[src/rtl/hs_rr_scheduler_pkg.sv]
// Shared types and helpers for the async_lib handshake schedulers.
// Holds the handshake FSM state encoding and the modulo pointer increment.
package async_pkg;

    typedef enum logic [1:0] {
        IDLE = 2'd0,
        REQ  = 2'd1,
        ACK  = 2'd2,
        REL  = 2'd3
    } hs_state_t;

    // Explicit wrap so non-power-of-two requester counts rotate correctly.
    function automatic int unsigned rr_next(input int unsigned ptr, input int unsigned n);
        if (ptr + 32'd1 >= n) begin
            return 32'd0;
        end else begin
            return ptr + 32'd1;
        end
    endfunction

endpackage

[src/rtl/hs_rr_scheduler_rr_pick.sv]
// Combinational rotating priority encoder: first set request at or after i_ptr.
// Reusable by any scheduler needing round-robin selection.
module rr_pick #(
    parameter int N  = 8,
    parameter int IW = $clog2(N)
) (
    input  logic [N-1:0]  i_req,
    input  logic [IW-1:0] i_ptr,
    output logic          o_valid,
    output logic [IW-1:0] o_idx
);

    logic [2*N-1:0] w_dbl;
    logic [N-1:0]   w_rot;
    logic [IW:0]    w_off;
    logic [IW:0]    w_sum;

    // Rotate so the pointer position lands at bit 0, then take the lowest set bit.
    always_comb begin
        w_dbl   = {i_req, i_req} >> i_ptr;
        w_rot   = w_dbl[N-1:0];
        w_off   = '0;
        o_valid = |i_req;
        for (int k = N - 1; k >= 0; k--) begin
            if (w_rot[k]) begin
                w_off = (IW+1)'(k);
            end else begin
                w_off = w_off;
            end
        end
        w_sum = {1'b0, i_ptr} + w_off;
        if (w_sum >= (IW+1)'(N)) begin
            w_sum = w_sum - (IW+1)'(N);
        end else begin
            w_sum = w_sum;
        end
        o_idx = w_sum[IW-1:0];
    end

endmodule

[src/rtl/hs_rr_scheduler.sv]
// Round-robin scheduler sharing one 4-phase req/ack channel among NUM_REQ requesters.
// Optional macro HS_SYNC_INPUTS_EN adds 2-flop synchronizers on req_in and ack_out.
module hs_rr_scheduler
    import async_pkg::*;
#(
    parameter  int NUM_REQ = 8,
    localparam int IDX_W   = $clog2(NUM_REQ)
) (
    input  logic               clk,
    input  logic               rst_n,
    input  logic [NUM_REQ-1:0] req_in,
    output logic [NUM_REQ-1:0] ack_in,
    output logic               req_out,
    input  logic               ack_out,
    output logic [IDX_W-1:0]   grant_idx,
    output logic               busy
);

    logic [NUM_REQ-1:0] w_req;
    logic               w_ack;

`ifdef HS_SYNC_INPUTS_EN
    logic [NUM_REQ-1:0] r_req_meta;
    logic [NUM_REQ-1:0] r_req_sync;
    logic               r_ack_meta;
    logic               r_ack_sync;

    // Two-stage synchronizers for the asynchronous handshake inputs.
    always_ff @(posedge clk or negedge rst_n) begin
        if (!rst_n) begin
            r_req_meta <= '0;
            r_req_sync <= '0;
            r_ack_meta <= 1'b0;
            r_ack_sync <= 1'b0;
        end else begin
            r_req_meta <= req_in;
            r_req_sync <= r_req_meta;
            r_ack_meta <= ack_out;
            r_ack_sync <= r_ack_meta;
        end
    end

    assign w_req = r_req_sync;
    assign w_ack = r_ack_sync;
`else
    assign w_req = req_in;
    assign w_ack = ack_out;
`endif

    hs_state_t          r_state;
    hs_state_t          w_state_nxt;
    logic [NUM_REQ-1:0] r_ack_in;
    logic [NUM_REQ-1:0] w_ack_in_nxt;
    logic [NUM_REQ-1:0] w_onehot;
    logic               r_req_out;
    logic               w_req_out_nxt;
    logic [IDX_W-1:0]   r_grant_idx;
    logic [IDX_W-1:0]   w_grant_nxt;
    logic [IDX_W-1:0]   r_rr_ptr;
    logic [IDX_W-1:0]   w_ptr_nxt;
    logic               r_busy;
    logic               w_busy_nxt;
    logic               w_pick_valid;
    logic [IDX_W-1:0]   w_pick_idx;

    rr_pick #(.N(NUM_REQ), .IW(IDX_W)) u_pick (
        .i_req   (w_req),
        .i_ptr   (r_rr_ptr),
        .o_valid (w_pick_valid),
        .o_idx   (w_pick_idx)
    );

    // Next-state and next-output logic for the handshake FSM.
    always_comb begin
        w_state_nxt   = r_state;
        w_ack_in_nxt  = r_ack_in;
        w_req_out_nxt = r_req_out;
        w_grant_nxt   = r_grant_idx;
        w_ptr_nxt     = r_rr_ptr;
        w_onehot      = '0;
        w_onehot[r_grant_idx] = 1'b1;
        case (r_state)
            IDLE: begin
                // A stuck ack_out from the shared side blocks new grants until it clears.
                if (!w_ack && w_pick_valid) begin
                    w_state_nxt   = REQ;
                    w_grant_nxt   = w_pick_idx;
                    w_req_out_nxt = 1'b1;
                end else begin
                    w_state_nxt = IDLE;
                end
            end
            REQ: begin
                if (w_ack) begin
                    w_state_nxt  = ACK;
                    w_ack_in_nxt = w_onehot;
                end else begin
                    w_state_nxt = REQ;
                end
            end
            ACK: begin
                if (!w_req[r_grant_idx]) begin
                    w_state_nxt   = REL;
                    w_req_out_nxt = 1'b0;
                end else begin
                    w_state_nxt = ACK;
                end
            end
            REL: begin
                if (!w_ack) begin
                    w_state_nxt  = IDLE;
                    w_ack_in_nxt = '0;
                    w_ptr_nxt    = IDX_W'(rr_next(32'(r_grant_idx), 32'(NUM_REQ)));
                end else begin
                    w_state_nxt = REL;
                end
            end
            default: begin
                w_state_nxt   = IDLE;
                w_ack_in_nxt  = '0;
                w_req_out_nxt = 1'b0;
            end
        endcase
        w_busy_nxt = (w_state_nxt != IDLE);
    end

    // State and registered outputs.
    always_ff @(posedge clk or negedge rst_n) begin
        if (!rst_n) begin
            r_state     <= IDLE;
            r_ack_in    <= '0;
            r_req_out   <= 1'b0;
            r_grant_idx <= '0;
            r_rr_ptr    <= '0;
            r_busy      <= 1'b0;
        end else begin
            r_state     <= w_state_nxt;
            r_ack_in    <= w_ack_in_nxt;
            r_req_out   <= w_req_out_nxt;
            r_grant_idx <= w_grant_nxt;
            r_rr_ptr    <= w_ptr_nxt;
            r_busy      <= w_busy_nxt;
        end
    end

    assign ack_in    = r_ack_in;
    assign req_out   = r_req_out;
    assign grant_idx = r_grant_idx;
    assign busy      = r_busy;

endmodule

[config.mk]
export PLATFORM = sky130hd
export DESIGN_NAME = hs_rr_scheduler
export DESIGN_NICKNAME = d
export VERILOG_FILES = /design/src/rtl/hs_rr_scheduler_pkg.sv /design/src/rtl/hs_rr_scheduler_rr_pick.sv /design/src/rtl/hs_rr_scheduler.sv
export SDC_FILE = /design/constraint.sdc
export NUM_CORES = 1
export LEC_CHECK = 0
export ABC_AREA = 1
export CORE_MARGIN = 2
export CORE_UTILIZATION = 53
export CTS_BUF_LIST = sky130_fd_sc_hd__clkbuf_2 sky130_fd_sc_hd__clkbuf_4 sky130_fd_sc_hd__clkbuf_8
export CTS_CLUSTER_DIAMETER = 40
export DETAILED_ROUTE_END_ITERATION = 8
export HOLD_SLACK_MARGIN = 0.12
export PLACE_DENSITY = 0.8
export SLEW_MARGIN = 0
export SYNTH_ARGS = -nofsm -noshare
export SYNTH_HDL_FRONTEND = slang
export SYNTH_SLANG_ARGS = --single-unit
[constraint.sdc]
create_clock -name clk -period 7.2 [get_ports clk]
set_input_delay 0.72 -clock clk [delete_from_list [all_inputs] [get_ports clk]]
set_output_delay 0.72 -clock clk [all_outputs]
set_load 0.05 [all_outputs]
Yosys cells after proc, flatten, opt, wreduce, memory -nomap -nowiden

Cells that the tools add are included.

Add/sub/neg operators: 3
$mul: 0
Div/mod/pow operators: 0
Order comparisons: 4
Eq/ne operators: 7
Shift-type cells: 1
Multiplexer cells: 25
Bitwise gates (word level): 1
Reductions and logical operators: 12

Operators by type and width:

| kind                                                                  | count |
|---|---|
| 3-bit 2-to-1 mux                                                      | 10 |
| 8-bit 2-to-1 mux                                                      | 2 |
| 8-bit case mux with 2 select lines                                    | 1 |
| 16-bit by 3-bit >> shifter with 8-bit output                          | 1 |
| 4-bit >= comparator, second input constant                            | 2 |
| 2-bit inequality test, second input constant                          | 4 |
| 2-bit case mux with 4 select lines                                    | 1 |
| 8-bit OR reduction                                                    | 1 |
| 1-bit 2-to-1 mux                                                      | 6 |
| 3-bit AND reduction                                                   | 2 |
| 2-bit nonzero test                                                    | 3 |
| 3-bit by 1-bit adder with 4-bit output, second input constant         | 1 |
| 3-bit by 3-bit adder with 4-bit output                                | 1 |
| 2-bit equality test, second input constant                            | 2 |
| 3-bit by 4-bit < comparator with 1-bit output, second input constant  | 1 |
| 2-bit 2-to-1 mux                                                      | 2 |
| 2-bit AND reduction                                                   | 2 |
| 1-bit binary-select mux with 3-bit select                             | 1 |
| 1-bit demux with 3-bit select                                         | 1 |
| 3-bit by 1-bit >= comparator with 1-bit output, second input constant | 1 |
| 3-bit by 1-bit subtractor with 3-bit output, second input constant    | 1 |
| 2-bit by 1-bit equality test with 1-bit output, second input constant | 1 |
| 1-bit logical AND                                                     | 2 |
| 2-bit zero test                                                       | 1 |
| other kinds (3)                                                       | 3 |

Register bits after elaboration: 18
Bits in latches: 0
Bits in writable memories: 0
ROM bits: 0
Bits of input ports: 11
Output and inout bits: 13
Logic and storage cells: 59
Memories: 0

Depth between registers and ports, before layout

Word-level depth: 12
Depth in mapped cells: 21
Gate-level depth less buffers: 20

Cells and area by module

A second synthesis with hierarchy kept.

Cell total of the unflattened synthesis: 204
Area, all modules: 1426.4 um^2

Modules (own cells, without submodules):

| module          | times used | cells an instance | area an instance (um^2) | sequential area each (um^2) |
|---|---|---|---|---|
| hs_rr_scheduler | 1          | 106               | 894.6                   | 450.4 |
| rr_pick         | 1          | 98                | 531.8                   | 0.0 |

Worst setup path before layout

OpenSTA, ideal clock, no wires.

Path type: input to register
From: input req_in[5]
To: register r_grant_idx[2], in the netlist grant_idx[2]
Setup time: 0.117 ns
Arrival time: 2.306 ns
Required time: 7.083 ns
Setup slack: 4.776 ns
Stages on the path: 19
Buffers on the path: 0
Cell sequence: nand2_1 nand3_2 nand2_2 nand2_1 nand2_1 nand2_1 nand2_1 nand2_1 nand2_1 nand2_1 a21oi_1 ha_1 inv_1 fa_1 xor2_1 inv_1 nand3_1 nand3_1 nand2_1

Cells in the longest elaborated chain, start to end: 12
Elaborated cells on any way between the ends: 16
Those cells by class: add/sub (2); order compare (1); shift (1); mux (9); reduce/logical (3)

RTL lines:

| item                                                                                      | RTL line                                                     | text |
|---|---|---|
| start, declared                                                                           | hs_rr_scheduler.sv:11                                        | `input logic [NUM_REQ-1:0] req_in,` |
| 16-bit by 3-bit >> shifter with 8-bit output                                              | hs_rr_scheduler_rr_pick.sv:20                                | `w_dbl = {i_req, i_req} >> i_ptr;` |
| 3-bit 2-to-1 mux (8 in a row)                                                             | hs_rr_scheduler_rr_pick.sv:25                                | `if (w_rot[k]) begin` |
| 3-bit by 3-bit adder with 4-bit output                                                    | hs_rr_scheduler_rr_pick.sv:31                                | `w_sum = {1'b0, i_ptr} + w_off;` |
| 4-bit >= comparator / 3-bit by 1-bit subtractor with 3-bit output (equally long branches) | hs_rr_scheduler_rr_pick.sv:32, hs_rr_scheduler_rr_pick.sv:33 |  |
| 3-bit 2-to-1 mux                                                                          | hs_rr_scheduler_rr_pick.sv:32                                | `if (w_sum >= (IW+1)'(N)) begin` |
| end signal, assigned                                                                      | hs_rr_scheduler.sv:140                                       | `r_grant_idx <= w_grant_nxt;` |
| end, declared                                                                             | hs_rr_scheduler.sv:57                                        | `logic [IDX_W-1:0] r_grant_idx;` |

Parallel ways exist; a longest one is shown, timed or not.
A chain may end at the register's enable or synchronous reset.

Final worst setup path

From: input req_in[2]
To: register r_grant_idx[2], in the netlist grant_idx[2]

The elaborated chain is that of the path after synthesis.

==> results.env <==
OUTCOME='finished clean'
DETAIL_ROUTE.ITER0.VIOLATIONS=42
POST_DRT_WL_PER_CELL_UM=12.9
FIN_HOLD_VIOLS=0
SYNTH.TOP_CELL.AREA_SHARE_PCT=31.6
ROUTED-WL-MET3_UM=193
CTSLONGESTPATHBUFFERS=2
WORST_PIN_SLEW_NS=0.803
POWER-PER-CELL-AREA_nW_PER_UM2=472
CORE_REGION_AREA_UM2=2520
FINALCRITPERIODSHARE_PCT=40.3
TOP_LAYER='met4'
SETUP_VIOL_COUNT_FINAL=0
WL_MET2_MM=1.39
POST_CTS_HOLD_BUFFER_COUNT=0
MAX_CLOCK_FREQ_MHz=345
FRACTION_OF_REGISTERS_WITH_ASYNC_SET_OR_RESET_AFTER_SYNTHESIS_PCT=100
ROW_COUNT=18
FLOORPLAN.DIE.HEIGHT_UM=55.9
SYNTH.MOST_COMMON_CELL='sky130_fd_sc_hd__nand2_1'
SYNTH_COMMON_CELLS='sky130_fd_sc_hd__nand2_1 (56), sky130_fd_sc_hd__nand3_1 (26), sky130_fd_sc_hd__dfrtp_1 (18)'
POWER.IR.VDD_WORST_V=0.000325
WL_MM=3.21
SYNTHTOLAYOUTAREAGROWTH_PCT=17.6
MET1_LAYER_WIRELENGTH_IN_THE_FINAL_ROUTING_MM=1.60
FIRST_PASS_ITERS=4
SUM_OF_NEGATIVE_SETUP_SLACK_NS=0
SYNTH-SEQ-CELLS=18
ROUTED_VIA_DENSITY=5.44
YS_TYPES=30
CTS_BUFFER_COUNT=3
CLOCK_SINKS=18
YS_DOMINANT_REG_CELL='sky130_fd_sc_hd__dfrtp_1'
MAXCAPVIOLATIONS=0
AVGSYNTHCELLAREA_UM2=7.23
POST_ROUTE_CELLS_DRIVE_ABOVE_1_SHARE_PCT=16.5
ARRIVAL_NS=3.10
NFILLCELLS=228
CTSROOTBUFFERMASTER='sky130_fd_sc_hd__clkbuf_4'
HOLD_CLASS='reg -> reg'
POST_SYNTH_INSTANCE_AREA_UM2=1430
NUMPORTBUFFERS=23
POWER.STATIC_LEAKAGE_uW=0.000802
REPORT.FINAL.SLEW_VIOL_COUNT=0
DIE-AREA_UM2=3120
MIN_CLOCK_PERIOD_POST_ROUTE_NS=2.90
WORST_SKEW_PAIR.LATE_LATENCY_NS=0.30
TIMING.SETUP.CRITICAL_PATH_CLASS='in -> reg'
TIMING.CRITICAL_PATH.MODE_CELL='sky130_fd_sc_hd__nand2_1'
DIE_WIDTH_UM=55.9
CTS-RESIZED-GATES=0
DIODES=0
GRT_PASS1_WL_MM=5.60
TIMING.CRITICAL_PATH.SLOWEST_STAGE_CELL='sky130_fd_sc_hd__clkdlybuf4s50_1'
CRIT_PATH_MAX_FANOUT=4
CTS_TREE='built'
CRITICAL_PATH_REQUIRED_NS=7.40
IOPINCOUNT=24
GRT_MAX_DEGREE=19
POWER.TOTAL_uW=790
ROUTE.VIAS.TOTAL=1349
REG2REG_SETUP_SLACK_NS=4.46
ROUTE.ANTENNA.REMAINING_NETS=0
DRCVIOLATIONCOUNT=0
CTS_MAX_LEVEL=1
GRT_ANTENNA_BEFORE_REPAIR=0
INITIAL_UTILIZATION_PCT=56.5
SYNTH_WARNINGS=0
SYNTH.YOSYS.SEQ_AREA_SHARE_PCT=31.6
CTS_SETUP_BUFFERS=0
CTS.REPORTEDPATHS.CLKPINSLEW_NS=0.10
SLEW-LIMIT-HEADROOM_PCT=46.3
SYN-INSTANCE-COUNT=197
CP-END-KIND='flop'
CONGESTION_OVERFLOW_GR=0
DP.FINAL_HPWL_MM=2.48
GLOBALROUTETOTALUTIL_PCT=22.0
YOSYSTOPAREACELL='sky130_fd_sc_hd__dfrtp_1'
SYNTH-EDFF-COUNT=0
TIMING.CRITICAL_PATH.FROM_TYPE='input port'
NNETSFINAL=233
FINAL.SETUP_SKEW_NS=0.00591
POSTSYNTHNETCOUNT=211
GP_ROUTABILITY_CONGESTION=0.884
SETUP_REPAIR_AFTER_GLOBAL_ROUTING_MISSED_ITS_MARGIN='false'
VIA_COUNT_OF_THE_FIRST_GLOBAL_ROUTING_PASS=1283
YOSYS-TOP-CELLS-AREA='sky130_fd_sc_hd__dfrtp_1 (32%), sky130_fd_sc_hd__nand2_1 (15%), sky130_fd_sc_hd__nand3_1 (9.1%)'
TIMING.CRITICAL_PATH.SLOWEST_CELL_DELAY_NS=0.56
CRITICAL_PATH.CELL_CHAIN='clkdlybuf4s50_1, nand2_1, nand3_1, nand3_1, nand2_1, inv_1, nand2_1, nand2_1, nand2_1, nand2_1, a21oi_1, ha_1, inv_1, fa_1, xor2_1, inv_1, nand3_1, nand3_1, nand2_1'
==> power by group <==
group / switching [µW] / total, µW / internal, µW
Combinational: 344 / 524 / 181
Clock: 31.8 / 62.7 / 30.9
Sequential: 65.5 / 203 / 138
Total: 441 / 790 / 349
==> cell type report <==
type | count | area (µm²) | share of cell area, %
Clock buffer | 4 | 36.3 | 2.17
Tap cell | 30 | 37.5 | 2.24
Timing Repair Buffer | 23 | 230 | 13.7
Multi-Input combinational cell | 152 | 835 | 49.8
Inverter | 21 | 86.3 | 5.15
Sequential cell | 18 | 450 | 26.9
==> stage by stage <==
step | cell area [µm²] | cells | setup WS (ns) | hold WS [ns] | util, %
floorplan | 1430 | 197 | 4.78 | 0.424 | -
global placement | 1640 | 244 | 4.02 | 0.456 | 65.0
detailed placement | 1640 | 244 | 3.98 | 0.472 | 65.0
CTS | 1680 | 248 | 4.30 | 0.498 | 66.4
global route | 1680 | 248 | 4.10 | 0.512 | 66.4
finish | 1680 | 248 | 4.30 | 0.490 | 66.4
==> flip-flops by register name (all words and copies together), names as in the netlist <==
name / cells
busy: 1
r_rr_ptr: 3
ack_in: 8
r_state: 2
grant_idx: 3
req_out: 1
==> cells by family (layout without fill, tap and decap cells) <==
logic type      count (synthesis)  count (layout)  synth area share, %
buf+inv                        27              48                 9.83
flops                          18              18                 31.6
compound gates                 22              22                 9.31
xor+xnor                        2               2                 1.23
simple gates                  125             125                 44.9
fa+ha+maj                       3               3                 3.16
==> critical path, delay by kind of cell <==
family	cells	cell delay, ns
xor gates and xnor gates	1	0.16
buffers and inverters	4	0.73
adders and majority gates	2	0.54
and+or+nand+nor	11	0.81
AOI/OAI and AO/OA	1	0.13
==> path summary, 6_finish.rpt <==
| check | start | endpoint | depth (start not counted) |
|---|---|---|---|
| worst min-delay path | req_out$_DFFE_PN0P_ | req_out$_DFFE_PN0P_ | 2 |
| worst max register to register | r_rr_ptr[2]$_DFFE_PN0P_ | grant_idx[2]$_DFFE_PN0P_ | 16 |
| max in group asynchronous | rst_n | grant_idx[2]$_DFFE_PN0P_ | 1 |
| worst max-delay path | req_in[2] | grant_idx[2]$_DFFE_PN0P_ | 19 |
| worst min register to register | req_out$_DFFE_PN0P_ | req_out$_DFFE_PN0P_ | 2 |
| min in group asynchronous | rst_n | ack_in[6]$_DFFE_PN0P_ | 1 |
==> per-layer routing <==
layer  GRT usage (%)  up-vias
li1                -      697
met1            31.2      610
met2            34.0       39
met3            5.35        3
met4            4.76        0
met5               0        -
==> placed cells by master, fill, tap and decap left out, types with 4 or more instances in the layout <==
master	instances
sky130_fd_sc_hd__nand3_2	10
sky130_fd_sc_hd__nor2_1	8
sky130_fd_sc_hd__inv_1	17
sky130_fd_sc_hd__o22ai_1	4
sky130_fd_sc_hd__clkdlybuf4s50_1	23
sky130_fd_sc_hd__dfrtp_1	18
sky130_fd_sc_hd__nand3_1	26
sky130_fd_sc_hd__nand2_2	16
sky130_fd_sc_hd__nand2_1	56
sky130_fd_sc_hd__a21oi_1	4
sky130_fd_sc_hd__o21ai_0	4
sky130_fd_sc_hd__o31ai_1	6
No activity file was read; power rests on OpenSTA's default activity.
